$ cat src/rtl/fetch_pc_ctrl_if.sv
// Fetch-stage PC controller bus: fetched-instruction info, M/W redirect inputs,
// and the PC/prediction outputs that travel down the pipe.
interface fetch_pc_ctrl_if #(
    parameter int ADDR_W = 64
);
    logic              f_valid_i;
    logic [3:0]        f_icode_i;
    logic [ADDR_W-1:0] f_valC_i;
    logic [ADDR_W-1:0] f_valP_i;
    logic              stall_i;
    logic              M_jmp_i;
    logic              M_Cnd_i;
    logic [ADDR_W-1:0] M_valA_i;
    logic              W_ret_i;
    logic [ADDR_W-1:0] W_valM_i;
    logic              W_rethit_i;
    logic [ADDR_W-1:0] W_retpred_i;
    logic [ADDR_W-1:0] f_pc_o;
    logic              ret_hit_o;
    logic [ADDR_W-1:0] ret_pred_o;
    logic              redirect_o;
    logic              halted_o;

    modport master (
        input  f_valid_i, f_icode_i, f_valC_i, f_valP_i, stall_i,
        input  M_jmp_i, M_Cnd_i, M_valA_i,
        input  W_ret_i, W_valM_i, W_rethit_i, W_retpred_i,
        output f_pc_o, ret_hit_o, ret_pred_o, redirect_o, halted_o
    );

    modport slave (
        output f_valid_i, f_icode_i, f_valC_i, f_valP_i, stall_i,
        output M_jmp_i, M_Cnd_i, M_valA_i,
        output W_ret_i, W_valM_i, W_rethit_i, W_retpred_i,
        input  f_pc_o, ret_hit_o, ret_pred_o, redirect_o, halted_o
    );
endinterface

$ cat src/rtl/fetch_pc_ctrl.sv
// Y86-64 fetch PC controller: registered predicted PC, return-address stack,
// and M/W redirect handling with RET_WAIT / HALT freeze states.
//
// state    | meaning
// RUN      | fetching along the predicted path
// RET_WAIT | ret fetched with empty RAS; frozen until a redirect supplies the target
// HALT     | halt fetched (possibly speculative); frozen until a redirect
module fetch_pc_ctrl #(
    parameter int                ADDR_W    = 64,
    parameter int                RAS_DEPTH = 4,
    parameter logic [ADDR_W-1:0] RESET_PC  = '0
) (
    input  logic           clk_i,
    input  logic           rst_n_i,
    fetch_pc_ctrl_if.master bus
);
    localparam logic [3:0] IHALT = 4'h0;
    localparam logic [3:0] IJXX  = 4'h7;
    localparam logic [3:0] ICALL = 4'h8;
    localparam logic [3:0] IRET  = 4'h9;

    typedef enum logic [1:0] {RUN, RET_WAIT, HALT} state_t;

    state_t            state_q, state_d;
    logic [ADDR_W-1:0] pred_pc_q, pred_pc_d;
    logic [ADDR_W-1:0] target, f_pc, ras_top, ret_pred;
    logic              w_redir, m_redir, redirect, consume;
    logic              ras_empty, push, pop, ret_hit;

    // Redirects are masked during reset so the outputs show the reset PC
    assign w_redir  = bus.W_ret_i && (!bus.W_rethit_i || (bus.W_valM_i != bus.W_retpred_i));
    assign m_redir  = bus.M_jmp_i && !bus.M_Cnd_i;
    assign redirect = rst_n_i && (w_redir || m_redir);
    assign target   = w_redir ? bus.W_valM_i : bus.M_valA_i;
    assign f_pc     = redirect ? target : pred_pc_q;
    assign consume  = rst_n_i && bus.f_valid_i && !bus.stall_i && (state_q == RUN || redirect);

    always_ff @(posedge clk_i or negedge rst_n_i) begin
        if (!rst_n_i) begin
            state_q   <= RUN;
            pred_pc_q <= RESET_PC;
        end else begin
            state_q   <= state_d;
            pred_pc_q <= pred_pc_d;
        end
    end

    always_comb begin
        state_d = state_q;
        if (redirect)
            state_d = RUN;
        if (consume) begin
            if (bus.f_icode_i == IRET && ras_empty)
                state_d = RET_WAIT;
            else if (bus.f_icode_i == IHALT)
                state_d = HALT;
        end
    end

    // A ret/halt that has to freeze parks on its own address, so the frozen
    // fetch PC is the instruction itself even when it arrived via redirect.
    always_comb begin
        pred_pc_d = redirect ? target : pred_pc_q;
        push      = 1'b0;
        pop       = 1'b0;
        ret_hit   = 1'b0;
        ret_pred  = '0;
        if (consume) begin
            case (bus.f_icode_i)
                IJXX:  pred_pc_d = bus.f_valC_i;
                ICALL: begin
                    pred_pc_d = bus.f_valC_i;
                    push      = 1'b1;
                end
                IRET: begin
                    if (!ras_empty) begin
                        pred_pc_d = ras_top;
                        pop       = 1'b1;
                        ret_hit   = 1'b1;
                        ret_pred  = ras_top;
                    end else begin
                        pred_pc_d = f_pc;
                    end
                end
                IHALT:   pred_pc_d = f_pc;
                default: pred_pc_d = bus.f_valP_i;
            endcase
        end
    end

    assign bus.f_pc_o     = f_pc;
    assign bus.redirect_o = redirect;
    assign bus.ret_hit_o  = ret_hit;
    assign bus.ret_pred_o = ret_pred;
    assign bus.halted_o   = (state_q == HALT);

    generate
        if (RAS_DEPTH > 0) begin : g_ras
            localparam int PTR_W = (RAS_DEPTH > 1) ? $clog2(RAS_DEPTH) : 1;
            localparam int CNT_W = $clog2(RAS_DEPTH + 1);

            logic [ADDR_W-1:0] mem [RAS_DEPTH];
            logic [PTR_W-1:0]  ptr_q, ptr_inc, ptr_dec;
            logic [CNT_W-1:0]  cnt_q, cnt_base;

            // ptr_q is the next write slot; the top of stack sits one below it
            assign ptr_inc   = (ptr_q == PTR_W'(RAS_DEPTH - 1)) ? '0 : ptr_q + 1'b1;
            assign ptr_dec   = (ptr_q == '0) ? PTR_W'(RAS_DEPTH - 1) : ptr_q - 1'b1;
            assign cnt_base  = redirect ? '0 : cnt_q;
            assign ras_empty = (cnt_base == '0);
            assign ras_top   = mem[ptr_dec];

            always_ff @(posedge clk_i or negedge rst_n_i) begin
                if (!rst_n_i) begin
                    ptr_q <= '0;
                    cnt_q <= '0;
                end else if (push) begin
                    ptr_q <= ptr_inc;
                    cnt_q <= (cnt_base == CNT_W'(RAS_DEPTH)) ? cnt_base : cnt_base + 1'b1;
                end else if (pop) begin
                    ptr_q <= ptr_dec;
                    cnt_q <= cnt_base - 1'b1;
                end else begin
                    cnt_q <= cnt_base;
                end
            end

            always_ff @(posedge clk_i) begin
                if (push)
                    mem[ptr_q] <= bus.f_valP_i;
            end
        end else begin : g_no_ras
            assign ras_empty = 1'b1;
            assign ras_top   = '0;
        end
    endgenerate
endmodule

$ cat src/flat_wrapper.sv
// flat-port wrapper written by rule: the top's interface ports become plain ports
module fetch_pc_ctrl_flat 
#(
    parameter int                ADDR_W    = 64,
    parameter int                RAS_DEPTH = 4,
    parameter logic [ADDR_W-1:0] RESET_PC  = '0
)
  (clk_i, rst_n_i, bus_f_valid_i, bus_f_icode_i, bus_f_valC_i, bus_f_valP_i, bus_stall_i, bus_M_jmp_i, bus_M_Cnd_i, bus_M_valA_i, bus_W_ret_i, bus_W_valM_i, bus_W_rethit_i, bus_W_retpred_i, bus_f_pc_o, bus_ret_hit_o, bus_ret_pred_o, bus_redirect_o, bus_halted_o);
  fetch_pc_ctrl_if #(.ADDR_W(ADDR_W)) bus_i ();
  input  logic clk_i;
  input  logic rst_n_i;
  input wire logic [$bits(bus_i.f_valid_i)-1:0] bus_f_valid_i;
  input wire logic [$bits(bus_i.f_icode_i)-1:0] bus_f_icode_i;
  input wire logic [$bits(bus_i.f_valC_i)-1:0] bus_f_valC_i;
  input wire logic [$bits(bus_i.f_valP_i)-1:0] bus_f_valP_i;
  input wire logic [$bits(bus_i.stall_i)-1:0] bus_stall_i;
  input wire logic [$bits(bus_i.M_jmp_i)-1:0] bus_M_jmp_i;
  input wire logic [$bits(bus_i.M_Cnd_i)-1:0] bus_M_Cnd_i;
  input wire logic [$bits(bus_i.M_valA_i)-1:0] bus_M_valA_i;
  input wire logic [$bits(bus_i.W_ret_i)-1:0] bus_W_ret_i;
  input wire logic [$bits(bus_i.W_valM_i)-1:0] bus_W_valM_i;
  input wire logic [$bits(bus_i.W_rethit_i)-1:0] bus_W_rethit_i;
  input wire logic [$bits(bus_i.W_retpred_i)-1:0] bus_W_retpred_i;
  output wire logic [$bits(bus_i.f_pc_o)-1:0] bus_f_pc_o;
  output wire logic [$bits(bus_i.ret_hit_o)-1:0] bus_ret_hit_o;
  output wire logic [$bits(bus_i.ret_pred_o)-1:0] bus_ret_pred_o;
  output wire logic [$bits(bus_i.redirect_o)-1:0] bus_redirect_o;
  output wire logic [$bits(bus_i.halted_o)-1:0] bus_halted_o;
  assign bus_i.f_valid_i = bus_f_valid_i;
  assign bus_i.f_icode_i = bus_f_icode_i;
  assign bus_i.f_valC_i = bus_f_valC_i;
  assign bus_i.f_valP_i = bus_f_valP_i;
  assign bus_i.stall_i = bus_stall_i;
  assign bus_i.M_jmp_i = bus_M_jmp_i;
  assign bus_i.M_Cnd_i = bus_M_Cnd_i;
  assign bus_i.M_valA_i = bus_M_valA_i;
  assign bus_i.W_ret_i = bus_W_ret_i;
  assign bus_i.W_valM_i = bus_W_valM_i;
  assign bus_i.W_rethit_i = bus_W_rethit_i;
  assign bus_i.W_retpred_i = bus_W_retpred_i;
  assign bus_f_pc_o = bus_i.f_pc_o;
  assign bus_ret_hit_o = bus_i.ret_hit_o;
  assign bus_ret_pred_o = bus_i.ret_pred_o;
  assign bus_redirect_o = bus_i.redirect_o;
  assign bus_halted_o = bus_i.halted_o;
  fetch_pc_ctrl #(.ADDR_W(ADDR_W), .RAS_DEPTH(RAS_DEPTH), .RESET_PC(RESET_PC)) u_core (.clk_i(clk_i), .rst_n_i(rst_n_i), .bus(bus_i));
endmodule
$ cat config.mk
export PLATFORM = sky130hd
export DESIGN_NAME = fetch_pc_ctrl_flat
export DESIGN_NICKNAME = d
export VERILOG_FILES = /design/src/rtl/fetch_pc_ctrl_if.sv /design/src/rtl/fetch_pc_ctrl.sv /design/src/flat_wrapper.sv
export SDC_FILE = /design/constraint.sdc
export NUM_CORES = 1
export LEC_CHECK = 0
export CAP_MARGIN = 10
export CORE_ASPECT_RATIO = 0.9
export CORE_MARGIN = 2
export CORE_UTILIZATION = 35
export DETAILED_ROUTE_END_ITERATION = 8
export PLACE_DENSITY = 0.67
export SETUP_SLACK_MARGIN = 0.3
export SLEW_MARGIN = 20
export SYNTH_ARGS = -nofsm -noshare
export SYNTH_HDL_FRONTEND = slang
export SYNTH_SLANG_ARGS = --single-unit
$ cat constraint.sdc
create_clock -name clk_i -period 10.93 [get_ports clk_i]
set_clock_uncertainty 0.2 [all_clocks]
set_input_delay 2.186 -clock clk_i [delete_from_list [all_inputs] [get_ports clk_i]]
set_output_delay 2.186 -clock clk_i [all_outputs]
set_load 0.01 [all_outputs]
==> results.py <==
metrics = {
    "synth": {
        "yosys_register_bits": 327,
        "synth-async-reset-ratio": 0.217,
        "ys_types": 51,
        "ys.flop_type": "edfxtp_1",
        "avgSynthCellArea_sq_um": 14.6,
        "syn_nets": 1424,
        "ys_seq_area_frac": 0.596,
        "synth_edf_count": 256,
        "syn-cell-area_sq_um": 15900,
        "ys_warn_count": 0,
        "syn_inst": 1084,
    },
    "worst_setup_path": {
        "critPathSlowestCell": "o41a_2",
        "path_max_fanout": 40,
        "r2r_end": "u_core.pred_pc_q[60]$_DFF_PN0_",
        "cp.arrival_ns": 7.44,
        "slowest_delay_ns": 0.74,
        "rr_worst_depth": 8,
        "critPathTopFamily": "buffers and inverters",
        "worstReg2RegStart": "u_core.g_ras.ptr_q[0]$_DFFE_PN0P_",
        "cp.required_ns": 8.54,
        "crit_buf_inv": 4,
        "cp-start-kind": "primary input",
        "critical_path_class": "in -> out",
        "endpoint_kind": "output pin",
        "crit_chain": "clkdlybuf4s50_1 > xnor2_1 > nand3_1 > nor4_1 > nand3_1 > o41a_2 > nor2b_1 > inv_1 > ha_1 > ha_1 > nor2_4 > o211ai_4 > buf_4 > nor2b_1 > clkdlybuf4s50_1",
        "rrSetupSlack_ns": 7.00,
    },
    "floorplanning": {
        "die-area_sq_um": 47100,
        "row_count": 74,
        "die_x_um": 228,
        "initial_core_util": 0.352,
        "die_y_um": 206,
        "pin_count": 463,
        "core-area_sq_um": 45100,
    },
    "cts": {
        "cts_setup_buffers": 0,
        "hold_buffers": 0,
        "worstSkewPairLatency_ns": 0.54,
        "htreeDepth": 2,
        "clock_sinks": 327,
        "cts_tree": "yes",
        "cts_buffers": 37,
        "cts_resized": 0,
        "clkTransAtPathRegs_ns": 0.06,
        "cts_max_path_buffers": 3,
        "cts_root_buf": "clkbuf_16",
    },
    "global_route": {
        "grt_pass1_wl_um": 84800,
        "grt_pass1_vias": 12300,
        "grt_start_max_net_pins": 68,
        "grt.total_usage": 0.248,
        "gr-total-overflow": 0,
        "antenna_found_initial": 17,
    },
    "sta": {
        "period_share": 0.899,
        "finalHoldViolCount": 0,
        "drv_slew": 0,
        "whs_ns": 0.372,
        "fin_crit_ns": 9.83,
        "setup_viol": 0,
        "worstMarginPinSlew_ns": 1.12,
        "rsz0062_at_grt": "false",
        "finalSetupTns_ns": 0,
        "slew_headroom": 0.256,
        "fmax_mhz": 102,
    },
    "pwr": {
        "power_density_nw_per_um2": 156,
        "p_switching_mw": 0.933,
        "sw_frac_of_total": 0.268,
        "p_int_mw": 2.55,
        "clkPwrFrac": 0.352,
        "seq_power_share": 0.402,
        "p_leak_nw": 7.31,
        "peakVddDrop_uv": 83.6,
        "fin_total_pwr_mw": 3.49,
        "p_comb_frac": 0.246,
    },
    "detailed_routing": {
        "firstDrtPassIters": 9,
        "post_drt_wl_per_cell_um": 27.5,
        "routed_wl_um": 59900,
        "drtIter0Drc": 1280,
        "via_per_inst": 5.65,
        "drtAntennaViolNets": 0,
        "vias": 12300,
        "drcViolationCount": 0,
    },
    "finish": {
        "drive_above_1_share": 0.146,
        "areaGrowthSynthToFinish_pct": 40.4,
        "nNetsFinal": 1868,
    },
    "min_path": {
        "hold_depth": 2,
        "whs_endpoint": "u_core.state_q[1]$_DFF_PN0_",
        "min_from": "u_core.state_q[1]$_DFF_PN0_",
        "min_path_type": "reg -> reg",
    },
    "placement": {
        "gp_congestion": 0.856,
        "hpwl_um": 42400,
        "port_buffers": 462,
    },
    "job": {
        "drv_cap": 0,
    },
    "status": {
        "status": "completed",
    },
}
per-stage QoR:
| stage | cells | area [sq um] | util | setup WS, ns |
|---|---|---|---|---|
| floorplan | 1084 | 15900 | - | 3.58 |
| global placement | 2096 | 21000 | 0.466 | 1.23 |
| detailed placement | 2096 | 21000 | 0.466 | 1.18 |
| CTS | 2164 | 22200 | 0.493 | 1.16 |
| global route | 2172 | 22300 | 0.494 | 0.998 |
| finish | 2175 | 22300 | 0.494 | 1.10 |
worst max path at each step:
stage,slack [ns],from,cells past startpoint,to
4_1_cts,1.16,bus_W_valM_i[11],15,bus_ret_pred_o[29]
3_3_place_gp,1.23,bus_W_valM_i[11],15,bus_ret_pred_o[29]
5_1_grt,1.0,bus_W_valM_i[11],15,bus_ret_pred_o[29]
6_report,1.10,bus_W_valM_i[11],15,bus_ret_pred_o[7]
2_1_floorplan,3.58,bus_W_retpred_i[46],15,bus_ret_pred_o[26]
3_5_place_dp,1.18,bus_W_valM_i[11],15,bus_ret_pred_o[29]
layout make-up:
cell class | count | area, sq um
clock inverter | 18 | 154
sequential | 327 | 9460
clock buffer | 50 | 1050
fill | 3946 | 22800
timing repair buffer | 481 | 4780
tap | 608 | 761
inverter | 12 | 45.0
multi-input combinational | 669 | 6010
antenna | 10 | 25.0
worst reg2reg max path: stages, from the launching register on:
cell and delay [ns]:
dfrtp_1 0.42, inv_1 0.15, ha_4 0.20, nor2_4 0.06
buf_4 0.51, buf_4 0.71, mux4_2 0.65, a222oi_1 0.68
o32ai_2 0.19
registers in the layout, summed over array words and instances, names as in the netlist:
name,count
u_core.g_ras.mem,256
u_core.pred_pc_q,64
u_core.g_ras.cnt_q,3
u_core.g_ras.ptr_q,2
u_core.state_q,2
power by group through the flow:
stage	sequential, mW	clock (mW)	combinational [mW]
6_report	1.40	1.23	0.857
5_1_grt	1.41	1.30	0.910
4_1_cts	1.40	1.25	0.859
3_5_place_dp	1.43	0	0.853
3_3_place_gp	1.43	0	0.844
2_1_floorplan	1.43	0	0.470
logic make-up (layout without fill, tap and decap cells):
| logic type | after synthesis | count (layout) | share of synthesized area |
|---|---|---|---|
| AOI/OAI and AO/OA | 214 | 214 | 0.140 |
| xor gates and xnor gates | 47 | 47 | 0.0259 |
| adders and majority gates | 8 | 8 | 0.00631 |
| buffers and inverters | 88 | 561 | 0.0313 |
| DFF | 327 | 327 | 0.596 |
| muxes | 65 | 65 | 0.0915 |
| other | 0 | 10 | 0 |
| and+or+nand+nor | 335 | 335 | 0.109 |
cell usage in the layout (no fill, tap or decap), drive strengths merged, types with 2 or more instances in the layout:
master and count:
mux4 64, clkdlybuf4s50 461, nor3 5, clkinv 12, nor4 13, nor2 150
nand2b 38, a222oi 64, nand3 11, o21ai 6, nand2 16, clkbuf 50
ha 8, o21a 2, bufinv 2, o22ai 67, dfrtp 71, nand4 25
nand4b 3, inv 14, diode 10, edfxtp 256, nand3b 2, xnor2 29
o32ai 64, a21oi 2, nor2b 67, buf 20, xor2 18, or2 2
clkinvlp 2
synth_stat cells (2+ instances only):
cell type	instances	share of area
mux4_2	64	0.091
or2_2	2	0.00079
edfxtp_1	256	0.48
o21ai_0	5	0.0016
nand2_1	15	0.0035
nand3_1	11	0.0035
clkbuf_1	32	0.0076
nand4_1	25	0.0099
inv_1	11	0.0026
o22ai_1	67	0.026
a222oi_1	64	0.040
clkbuf_2	2	0.00063
nor2_2	11	0.0043
o21a_1	2	0.00095
buf_6	14	0.0099
o32ai_1	4	0.0022
buf_4	10	0.0047
xor2_1	18	0.0099
nor2_1	139	0.033
nand4b_1	3	0.0017
ha_1	8	0.0063
nor4_1	13	0.0051
o32ai_2	60	0.061
dfrtp_1	71	0.11
nand2b_1	37	0.015
xnor2_1	29	0.016
nor3_1	5	0.0016
nor2b_1	67	0.026
buf_2	17	0.0054
layer usage:
metal,vias up,wire (um),GRT usage
li1,5300,-,-
met4,14,1690,0.0880
met2,607,28600,0.402
met5,-,81,0
met1,6265,24800,0.327
met3,97,4750,0.0591
(Power assumes the default switching activity.)
